## src/rtl/eth_seq_if.sv

```systemverilog
// Host/controller signal bundle for the Ethernet buffer-handshake sequencer.
// slave: the sequencer itself. master: whatever drives the host requests and
// plays the controller side (the bench, or the surrounding host logic).
interface eth_seq_if;
  logic        tx_req;
  logic [10:0] tx_len;
  logic        tx_ack;
  logic        tx_to;
  logic        txrdy;
  logic [10:0] txcntb;
  logic        txdone;
  logic        rxrdy;
  logic [10:0] rxcntb;
  logic        rx_req;
  logic [10:0] rx_len;
  logic        rx_ack;
  logic        rxdone;
  logic [4:0]  cfg;
  logic [4:0]  lbmode;
  logic        cfg_pend;
  logic [7:0]  errs;
  logic [7:0]  err_stat;
  logic        err_clr;

  modport slave (
    input  tx_req, tx_len, txdone, rxrdy, rxcntb, rx_ack, cfg, errs, err_clr,
    output tx_ack, tx_to, txrdy, txcntb, rx_req, rx_len, rxdone, lbmode,
           cfg_pend, err_stat
  );

  modport master (
    output tx_req, tx_len, txdone, rxrdy, rxcntb, rx_ack, cfg, errs, err_clr,
    input  tx_ack, tx_to, txrdy, txcntb, rx_req, rx_len, rxdone, lbmode,
           cfg_pend, err_stat
  );
endinterface

```

## src/rtl/eth_seq.sv

```systemverilog
// Ethernet controller buffer-handshake sequencer: tx ready/done and rx
// ready/done handshakes, 2-flop synchronizers for the controller's async
// signals, tx timeout, sticky error status and quiescent-only lbmode update.

// One async bit into the clk domain.
module eth_seq_sync (
  input  logic clk,
  input  logic rst_n,
  input  logic d,
  output logic q
);
  logic meta;

  // two-flop synchronizer, cleared by reset
  always_ff @(posedge clk or negedge rst_n) begin
    if (!rst_n) begin
      meta <= 1'b0;
      q    <= 1'b0;
    end else begin
      meta <= d;
      q    <= meta;
    end
  end
endmodule

module eth_seq #(
  parameter int unsigned     TO_W   = 16,
  parameter logic [TO_W-1:0] TO_MAX = 16'hFFFF
) (
  input logic       clk,
  input logic       rst_n,
  eth_seq_if.slave  bus
);
  localparam int unsigned     SYNC_W  = 10;
  localparam logic [TO_W-1:0] TO_LAST = TO_MAX - TO_W'(1);

  typedef enum logic [1:0] {T_IDLE, T_ARM, T_DONE} tx_st_t;
  typedef enum logic [1:0] {R_IDLE, R_HOST, R_DONE} rx_st_t;

  // Synchronized controller signals: bit0 txdone, bit1 rxrdy, bits 9:2 errs.
  logic [SYNC_W-1:0] sync_d, sync_q;
  logic              txdone_s, rxrdy_s;
  logic [7:0]        errs_s;

  assign sync_d   = {bus.errs, bus.rxrdy, bus.txdone};
  assign txdone_s = sync_q[0];
  assign rxrdy_s  = sync_q[1];
  assign errs_s   = sync_q[9:2];

  for (genvar i = 0; i < SYNC_W; i++) begin : g_sync
    eth_seq_sync u_sync (.clk(clk), .rst_n(rst_n), .d(sync_d[i]), .q(sync_q[i]));
  end

  tx_st_t      tx_st, tx_nx;
  logic [TO_W-1:0] to_cnt, to_cnt_nx;
  logic        to_flag, to_flag_nx;
  logic        txrdy_q, txrdy_nx;
  logic [10:0] txcntb_q, txcntb_nx;
  logic        tx_ack_q, tx_ack_nx;
  logic        tx_to_q, tx_to_nx;

  rx_st_t      rx_st, rx_nx;
  logic        rx_req_q, rx_req_nx;
  logic [10:0] rx_len_q, rx_len_nx;
  logic        rxdone_q, rxdone_nx;

  logic [4:0]  lbmode_q;
  logic [7:0]  err_stat_q;
  logic        cfg_pend;

  // A requested configuration differing from the applied one blocks new tx.
  assign cfg_pend = (bus.cfg != lbmode_q);

  // tx state and registered outputs
  always_ff @(posedge clk or negedge rst_n) begin
    if (!rst_n) begin
      tx_st    <= T_IDLE;
      to_cnt   <= '0;
      to_flag  <= 1'b0;
      txrdy_q  <= 1'b0;
      txcntb_q <= '0;
      tx_ack_q <= 1'b0;
      tx_to_q  <= 1'b0;
    end else begin
      tx_st    <= tx_nx;
      to_cnt   <= to_cnt_nx;
      to_flag  <= to_flag_nx;
      txrdy_q  <= txrdy_nx;
      txcntb_q <= txcntb_nx;
      tx_ack_q <= tx_ack_nx;
      tx_to_q  <= tx_to_nx;
    end
  end

  // tx next state: txdone beats the timeout when both land on one cycle
  always_comb begin
    tx_nx      = tx_st;
    to_cnt_nx  = to_cnt;
    to_flag_nx = to_flag;
    txrdy_nx   = txrdy_q;
    txcntb_nx  = txcntb_q;
    tx_ack_nx  = 1'b0;
    tx_to_nx   = 1'b0;
    case (tx_st)
      T_IDLE: begin
        if (bus.tx_req && !cfg_pend) begin
          txcntb_nx = bus.tx_len;
          txrdy_nx  = 1'b1;
          to_cnt_nx = '0;
          tx_nx     = T_ARM;
        end
      end
      T_ARM: begin
        to_cnt_nx = to_cnt + TO_W'(1);
        if (txdone_s) begin
          txrdy_nx = 1'b0;
          tx_nx    = T_DONE;
        end else if (to_cnt == TO_LAST) begin
          txrdy_nx   = 1'b0;
          to_flag_nx = 1'b1;
          tx_nx      = T_DONE;
        end
      end
      T_DONE: begin
        if (!txdone_s) begin
          tx_ack_nx  = 1'b1;
          tx_to_nx   = to_flag;
          to_flag_nx = 1'b0;
          tx_nx      = T_IDLE;
        end
      end
      default: begin
        txrdy_nx = 1'b0;
        tx_nx    = T_IDLE;
      end
    endcase
  end

  // rx state and registered outputs
  always_ff @(posedge clk or negedge rst_n) begin
    if (!rst_n) begin
      rx_st    <= R_IDLE;
      rx_req_q <= 1'b0;
      rx_len_q <= '0;
      rxdone_q <= 1'b0;
    end else begin
      rx_st    <= rx_nx;
      rx_req_q <= rx_req_nx;
      rx_len_q <= rx_len_nx;
      rxdone_q <= rxdone_nx;
    end
  end

  // rx next state: frames accepted only while rx_enable is applied
  always_comb begin
    rx_nx     = rx_st;
    rx_req_nx = rx_req_q;
    rx_len_nx = rx_len_q;
    rxdone_nx = rxdone_q;
    case (rx_st)
      R_IDLE: begin
        if (lbmode_q[0] && rxrdy_s) begin
          rx_len_nx = bus.rxcntb;
          rx_req_nx = 1'b1;
          rx_nx     = R_HOST;
        end
      end
      R_HOST: begin
        if (bus.rx_ack) begin
          rx_req_nx = 1'b0;
          rxdone_nx = 1'b1;
          rx_nx     = R_DONE;
        end
      end
      R_DONE: begin
        if (!rxrdy_s) begin
          rxdone_nx = 1'b0;
          rx_nx     = R_IDLE;
        end
      end
      default: begin
        rx_req_nx = 1'b0;
        rxdone_nx = 1'b0;
        rx_nx     = R_IDLE;
      end
    endcase
  end

  // apply cfg only when both directions are idle and no tx is being requested
  always_ff @(posedge clk or negedge rst_n) begin
    if (!rst_n)
      lbmode_q <= '0;
    else if (tx_st == T_IDLE && rx_st == R_IDLE && !bus.tx_req)
      lbmode_q <= bus.cfg;
  end

  // sticky error flags; clear wins over a same-cycle new error
  always_ff @(posedge clk or negedge rst_n) begin
    if (!rst_n)
      err_stat_q <= '0;
    else
      err_stat_q <= (err_stat_q | errs_s) & ~{8{bus.err_clr}};
  end

  assign bus.tx_ack   = tx_ack_q;
  assign bus.tx_to    = tx_to_q;
  assign bus.txrdy    = txrdy_q;
  assign bus.txcntb   = txcntb_q;
  assign bus.rx_req   = rx_req_q;
  assign bus.rx_len   = rx_len_q;
  assign bus.rxdone   = rxdone_q;
  assign bus.lbmode   = lbmode_q;
  assign bus.cfg_pend = cfg_pend;
  assign bus.err_stat = err_stat_q;
endmodule

```

## src/flat_wrapper.sv

```systemverilog
// flat-port wrapper written by rule: the top's interface ports become plain ports
module eth_seq_flat 
#(
  parameter int unsigned     TO_W   = 16,
  parameter logic [TO_W-1:0] TO_MAX = 16'hFFFF
)
  (clk, rst_n, bus_tx_req, bus_tx_len, bus_txdone, bus_rxrdy, bus_rxcntb, bus_rx_ack, bus_cfg, bus_errs, bus_err_clr, bus_tx_ack, bus_tx_to, bus_txrdy, bus_txcntb, bus_rx_req, bus_rx_len, bus_rxdone, bus_lbmode, bus_cfg_pend, bus_err_stat);
  eth_seq_if bus_i ();
  input logic clk;
  input logic rst_n;
  input wire logic [$bits(bus_i.tx_req)-1:0] bus_tx_req;
  input wire logic [$bits(bus_i.tx_len)-1:0] bus_tx_len;
  input wire logic [$bits(bus_i.txdone)-1:0] bus_txdone;
  input wire logic [$bits(bus_i.rxrdy)-1:0] bus_rxrdy;
  input wire logic [$bits(bus_i.rxcntb)-1:0] bus_rxcntb;
  input wire logic [$bits(bus_i.rx_ack)-1:0] bus_rx_ack;
  input wire logic [$bits(bus_i.cfg)-1:0] bus_cfg;
  input wire logic [$bits(bus_i.errs)-1:0] bus_errs;
  input wire logic [$bits(bus_i.err_clr)-1:0] bus_err_clr;
  output wire logic [$bits(bus_i.tx_ack)-1:0] bus_tx_ack;
  output wire logic [$bits(bus_i.tx_to)-1:0] bus_tx_to;
  output wire logic [$bits(bus_i.txrdy)-1:0] bus_txrdy;
  output wire logic [$bits(bus_i.txcntb)-1:0] bus_txcntb;
  output wire logic [$bits(bus_i.rx_req)-1:0] bus_rx_req;
  output wire logic [$bits(bus_i.rx_len)-1:0] bus_rx_len;
  output wire logic [$bits(bus_i.rxdone)-1:0] bus_rxdone;
  output wire logic [$bits(bus_i.lbmode)-1:0] bus_lbmode;
  output wire logic [$bits(bus_i.cfg_pend)-1:0] bus_cfg_pend;
  output wire logic [$bits(bus_i.err_stat)-1:0] bus_err_stat;
  assign bus_i.tx_req = bus_tx_req;
  assign bus_i.tx_len = bus_tx_len;
  assign bus_i.txdone = bus_txdone;
  assign bus_i.rxrdy = bus_rxrdy;
  assign bus_i.rxcntb = bus_rxcntb;
  assign bus_i.rx_ack = bus_rx_ack;
  assign bus_i.cfg = bus_cfg;
  assign bus_i.errs = bus_errs;
  assign bus_i.err_clr = bus_err_clr;
  assign bus_tx_ack = bus_i.tx_ack;
  assign bus_tx_to = bus_i.tx_to;
  assign bus_txrdy = bus_i.txrdy;
  assign bus_txcntb = bus_i.txcntb;
  assign bus_rx_req = bus_i.rx_req;
  assign bus_rx_len = bus_i.rx_len;
  assign bus_rxdone = bus_i.rxdone;
  assign bus_lbmode = bus_i.lbmode;
  assign bus_cfg_pend = bus_i.cfg_pend;
  assign bus_err_stat = bus_i.err_stat;
  eth_seq #(.TO_W(TO_W), .TO_MAX(TO_MAX)) u_core (.clk(clk), .rst_n(rst_n), .bus(bus_i));
endmodule
```

## config.mk

```make
export PLATFORM = sky130hd
export DESIGN_NAME = eth_seq_flat
export DESIGN_NICKNAME = d
export VERILOG_FILES = /design/src/rtl/eth_seq_if.sv /design/src/rtl/eth_seq.sv /design/src/flat_wrapper.sv
export SDC_FILE = /design/constraint.sdc
export NUM_CORES = 1
export LEC_CHECK = 0
export ABC_AREA = 1
export CAP_MARGIN = 20
export CORE_ASPECT_RATIO = 0.5
export CORE_MARGIN = 5
export CORE_UTILIZATION = 49
export DETAILED_ROUTE_END_ITERATION = 8
export GPL_ROUTABILITY_DRIVEN = 0
export GPL_TIMING_DRIVEN = 0
export HOLD_SLACK_MARGIN = 0.03
export MAX_ROUTING_LAYER = met4
export PLACE_DENSITY = 0.87
export REMOVE_ABC_BUFFERS = 1
export SETUP_SLACK_MARGIN = 0.2
export SLEW_MARGIN = 20
export SYNTH_ARGS = -nofsm -noshare
export SYNTH_HDL_FRONTEND = slang
export SYNTH_SLANG_ARGS = --single-unit
```

## constraint.sdc

```tcl
create_clock -name clk -period 1.83 [get_ports clk]
set_input_delay 0.549 -clock clk [delete_from_list [all_inputs] [get_ports clk]]
set_output_delay 0.549 -clock clk [all_outputs]
set_load 0.02 [all_outputs]
```

Yosys cells after proc, flatten, opt, wreduce, memory -nomap -nowiden
Cells that the tools add are included.

storage, ports and cells
  logic and storage cells = 102
  output and inout port bits = 41
  register bits = 81
  bits of input ports = 42

operators by class
  muxes and demuxes = 29
  equal/unequal tests = 14
  add/subtract/negate cells = 1
  bitwise logic cells = 6
  reduce and logical (&&, ||, !) cells = 19

operator list
  operator                 count
  $pmux W16 S2             1
  $add A16 B1 Y16 const B  1
  $eq A16 B16 Y1 const B   1
  $mux W16                 1
  $reduce_and A3 Y1        5
  $mux W1                  14
  $mux W2                  7
  $pmux W2 S3              2
  $pmux W1 S3              3
  $and A8 B8 Y8            1
  $ne A2 B2 Y1 const B     4
  $not A8 Y8               1
  $or A8 B8 Y8             1
  $ne A2 B1 Y1 const B     3
  $reduce_and A2 Y1        3
  $ne A5 B5 Y1             1
  $eq A2 B1 Y1 const B     2
  $eq A2 B2 Y1 const B     2
  $logic_and A1 B1 Y1      4
  $logic_not A2 Y1         2
  $reduce_and A4 Y1        1
  $reduce_bool A2 Y1       2
  $ne A3 B2 Y1 const B     1
  $not A1 Y1               3
  2 further kinds          3

Longest topological paths before layout
  depth after elaboration = 5
  gate-level depth with buffers = 9
  mapped depth without buffers = 9

Hierarchy
A second synthesis with hierarchy kept.

second synthesis, totals
  cell total of the unflattened synthesis = 358
  area total of the unflattened synthesis = 3,385.7 um2

by module, submodules not included
  module        seq. area each (um2)  cells each  area each (um2)  instances
  eth_seq       1,526.5               338         2,885.3          1
  eth_seq_sync  50.0                  2           50.0             10

Worst setup path after synthesis
OpenSTA, ideal clock, no wires.

  path kind = input to output
  start = input port bus_cfg[3]
  end = output port bus_cfg_pend
  setup slack = 0.202 ns
  data required time = 1.281 ns
  stages on the path = 6
  arrival = 1.079 ns
  buffers on the path = 0
  path through = inv_1 nand2_1 nand2_1 nor2_1 and3_4 inv_1

on the way
  cells in the longest elaborated chain, start to end = 1

RTL lines
  item                line                text
  start: declaration  flat_wrapper.sv:17  input wire logic [$bits(bus_i.cfg)-1:0] bus_cfg;
  $ne A5 B5 Y1        eth_seq.sv:72       assign cfg_pend = (bus.cfg != lbmode_q);
  end: declaration    flat_wrapper.sv:28  output wire logic [$bits(bus_i.cfg_pend)-1:0] bus_cfg_pend;

Every way passes these cells.

Worst setup path after layout
  start = register u_core.lbmode_q[3], in the netlist u_core.bus.lbmode[3]
  end = output port bus_cfg_pend

on the way
  cells in the longest elaborated chain, start to end = 1

RTL lines
  item                      line            text
  start: declaration        eth_seq.sv:67   logic [4:0] lbmode_q;
  start signal: assignment  eth_seq.sv:194  lbmode_q <= bus.cfg;
  $ne A5 B5 Y1              eth_seq.sv:72

Every way passes these cells.

==> reports/metrics.cfg <==
[worst_setup_path]
required_ns=1.28
cp_common_cell=nand2_1
endpoint_kind=output port
r2r-start=u_core.bus.lbmode[4]
critical_path.startpoint_type=flop
r2r_cells=13
r2r_setup_slack_ns=-0.05
crit_end=bus_cfg_pend
critPathKind=flop to output port
r2r-end=u_core.bus.txrdy
critPathMaxStageDelay_ns=0.40
cp_cell_sequence=inv_1 -> nand2_1 -> nand2_1 -> nor2_2 -> and3_4 -> inv_2 -> buf_6
path_max_fanout=4
crit_start=u_core.bus.lbmode[3]
cp.arrival_ns=1.54
critPathSlowestCell=dfrtp_1

[synth]
syn-cell-area_um2=3320
synth-simple-area-share_pct=21.1
synth_seq_cells=81
synth_compound_area_share_pct=5.92
post_synth_inst_count=329
yosysSeqAreaShare_pct=61.1
synth_top_area_share_pct=61.1
synth.largest_area_cell=dfrtp_1
yosys-top-cells-area=dfrtp_1, nand2_1, inv_1
yosysUniqueCellTypes=34
synth_top_family_by_area=simple AND/OR/NAND/NOR gates
synth-async-reset-ratio_pct=100
syn_avg_cell_area_um2=10.1
synth-adder-area-share_pct=0.754
synthMuxAreaShare_pct=4.07
synth-edff-count=0
synth_top_flop_cell=dfrtp_1
synth_common_cells=dfrtp_1, nand2_1, inv_1
synth_most_common_cell=dfrtp_1
synth-warning-count=0
synth-xor-area-share_pct=0.792

[grt]
grt_antenna_before_repair=0
grt_pass1_wl_um=12600
grt-ovfl-total=0
track_usage_pct=19.4
grt_pass1_vias=2589
grt_max_degree=51

[floorplan]
start_util_pct=50.1
die_w_um=126
dieHeight_um=68.2
num_io_pins=83
die-area_um2=8620
core-area_um2=6620
rows=21

[final_layout]
layout-drive-gt1-share_pct=29.6
multi_input_area_um2=1370
diodes=0
area.sequential_um2=2030
fill_cells=383
area_delta_synth_final_pct=50.4
finalNetCount=488

[timing]
hold_slack_ns=0.153
fin_crit_sh_pct=114
fmax_ghz=0.478
setup_ws_ns=-0.260
hold_violations=0
tightest_slew_ns=0.536
report.final.slew_viol_count=0
clock_skew_ns=0.00385
finalSetupViolCount=8
fin_crit_ns=2.09
rsz0062_at_grt=yes
relSlewSlack_pct=64.2

[clock_tree]
cts_root_buffer=clkbuf_16
ctsHtreeMaxLevel=3
path_clk_slew_ns=0.06
cts_tree=built
numCtsBuffers=9
clk_latency_ns=0.34
cts_sinks=81
clockBufferDepth=2

[place]
numPortBuffers=82
dp_hpwl_um=4810
dp_slack_ns=-0.856

[route]
vias_per_cell=5.60
dr.pass1.iters=8
drc=0
drt_wl_total_um=10500
postRouteAntennaNets=0
wl_per_cell_um=19.5
drt-initial-drc-count=428
vias=3029

[power_and_ir_drop]
power_density_nw_per_um2=1560
leakage_nw=2.39
power_mw=7.78
vdd_drop_max_v=0.000664

[run_status]
violations=setup timing
status=finished with violations

[min_path]
hold_path_class=input port to asynchronous set/reset pin

[flow_run]
cap_violations=0

==> routing by layer <==
layer / share of wire, % / track usage, % / wire length, um
met5: 0 / - / 0
met4: 3.7 / 5.35 / 385
met3: 8.6 / 4.83 / 910
met2: 51 / 35.1 / 5350
met1: 37 / 22.0 / 3880
==> power breakdown <==
part,switching [mW],total (mW),internal (mW)
sequential,0.462,2.77,2.31
combinational,1.65,2.88,1.23
clock,0.747,2.12,1.37
==> cell families (layout without fill, tap and decap cells) <==
group,after synthesis,in the layout
buffers and inverters,47,160
AND/OR/NAND/NOR,155,162
XOR/XNOR,3,3
multiplexers,12,12
adder cells (fa/ha/maj),2,2
AO/OA/AOI/OAI,29,29
flip-flops,81,81
==> final cells by class <==
type	count	share of cell area (%)
multi-input combinational	208	27.3
timing repair buffer	104	19.6
clock buffer	10	4.79
tap	92	2.31
clock inverter	6	2.31
inverter	40	3.03
sequential	81	40.6
==> metrics by stage <==
stage | area (um2) | utilization (%) | TNS [ns] | std cells
floorplan | 3260 | - | 0 | 322
global placement | 4200 | 63.4 | -221.79 | 496
detailed placement | 4220 | 63.8 | -16.02 | 497
CTS | 4650 | 70.3 | -0.0695 | 525
global route | 4990 | 75.4 | -0.660 | 541
finish | 4990 | 75.4 | -0.429 | 541
==> cells in the final DEF, fill, tap and decap left out, types with 2 or more instances in the layout <==
cell	netlist	routed
clkbuf_2	0	4
o21ai_0	12	12
nand3_2	1	17
dlygate4sd2_1	0	29
inv_1	38	36
clkdlybuf4s15_1	0	9
a21oi_1	2	2
or2_2	2	2
nand3_4	1	8
buf_6	4	8
nand2_4	0	2
nand3_1	24	8
nor3_1	2	2
inv_2	1	3
ha_1	2	2
nand4_1	4	4
mux2_2	12	12
nand2_2	2	16
o21ai_2	11	10
clkbuf_16	0	9
xor2_1	2	2
clkinv_4	0	2
or2_0	3	3
buf_4	0	13
buf_12	0	2
buf_2	1	4
nor2_2	4	6
nor2_1	35	32
dfrtp_1	81	81
nand2_1	73	57
bufinv_16	0	3
clkdlybuf4s50_1	0	34
==> repair_timing <==
action	CTS	global route
cloned	1	6
pin swaps	9	15
endpoints found under the setup margin	81	39
resized for setup	79	61
hold buffers	0	0
setup buffers	11	10
==> worst max-delay path: cells and delay by family, from the launching register on <==
family	cells	cell delay (ns)
flops	1	0.40
buf+inv	3	0.25
simple gates	4	0.56
==> worst min path at each step <==
| stage | from | endpoint | slack (ns) | depth (start not counted) |
|---|---|---|---|---|
| detailed placement | u_core.g_sync[4].u_sync.meta | u_core.g_sync[4].u_sync.q | 0.34 | 0 |
| floorplan | rst_n | u_core.bus.err_stat[0] | 0.25 | 0 |
| global placement | u_core.g_sync[1].u_sync.meta | u_core.g_sync[1].u_sync.q | 0.33 | 0 |
| global route | rst_n | u_core.bus.txcntb[8] | 0.18 | 1 |
| CTS | rst_n | u_core.bus.txcntb[4] | 0.16 | 1 |
| finish | rst_n | u_core.bus.txcntb[9] | 0.15 | 1 |
==> registers in the layout, indices dropped and copies added, names as in the netlist <==
name and flops:
u_core.rx_st 2, u_core.bus.lbmode 5, u_core.bus.rxdone 1, u_core.bus.txrdy 1
u_core.to_cnt 16, u_core.bus.tx_to 1, u_core.bus.txcntb 11, u_core.bus.rx_len 11
u_core.tx_st 2, u_core.to_flag 1, u_core.bus.tx_ack 1, u_core.g_sync.u_sync.meta 10
u_core.bus.err_stat 8, u_core.bus.rx_req 1, u_core.g_sync.u_sync.q 10
(Power assumes the default switching activity.)
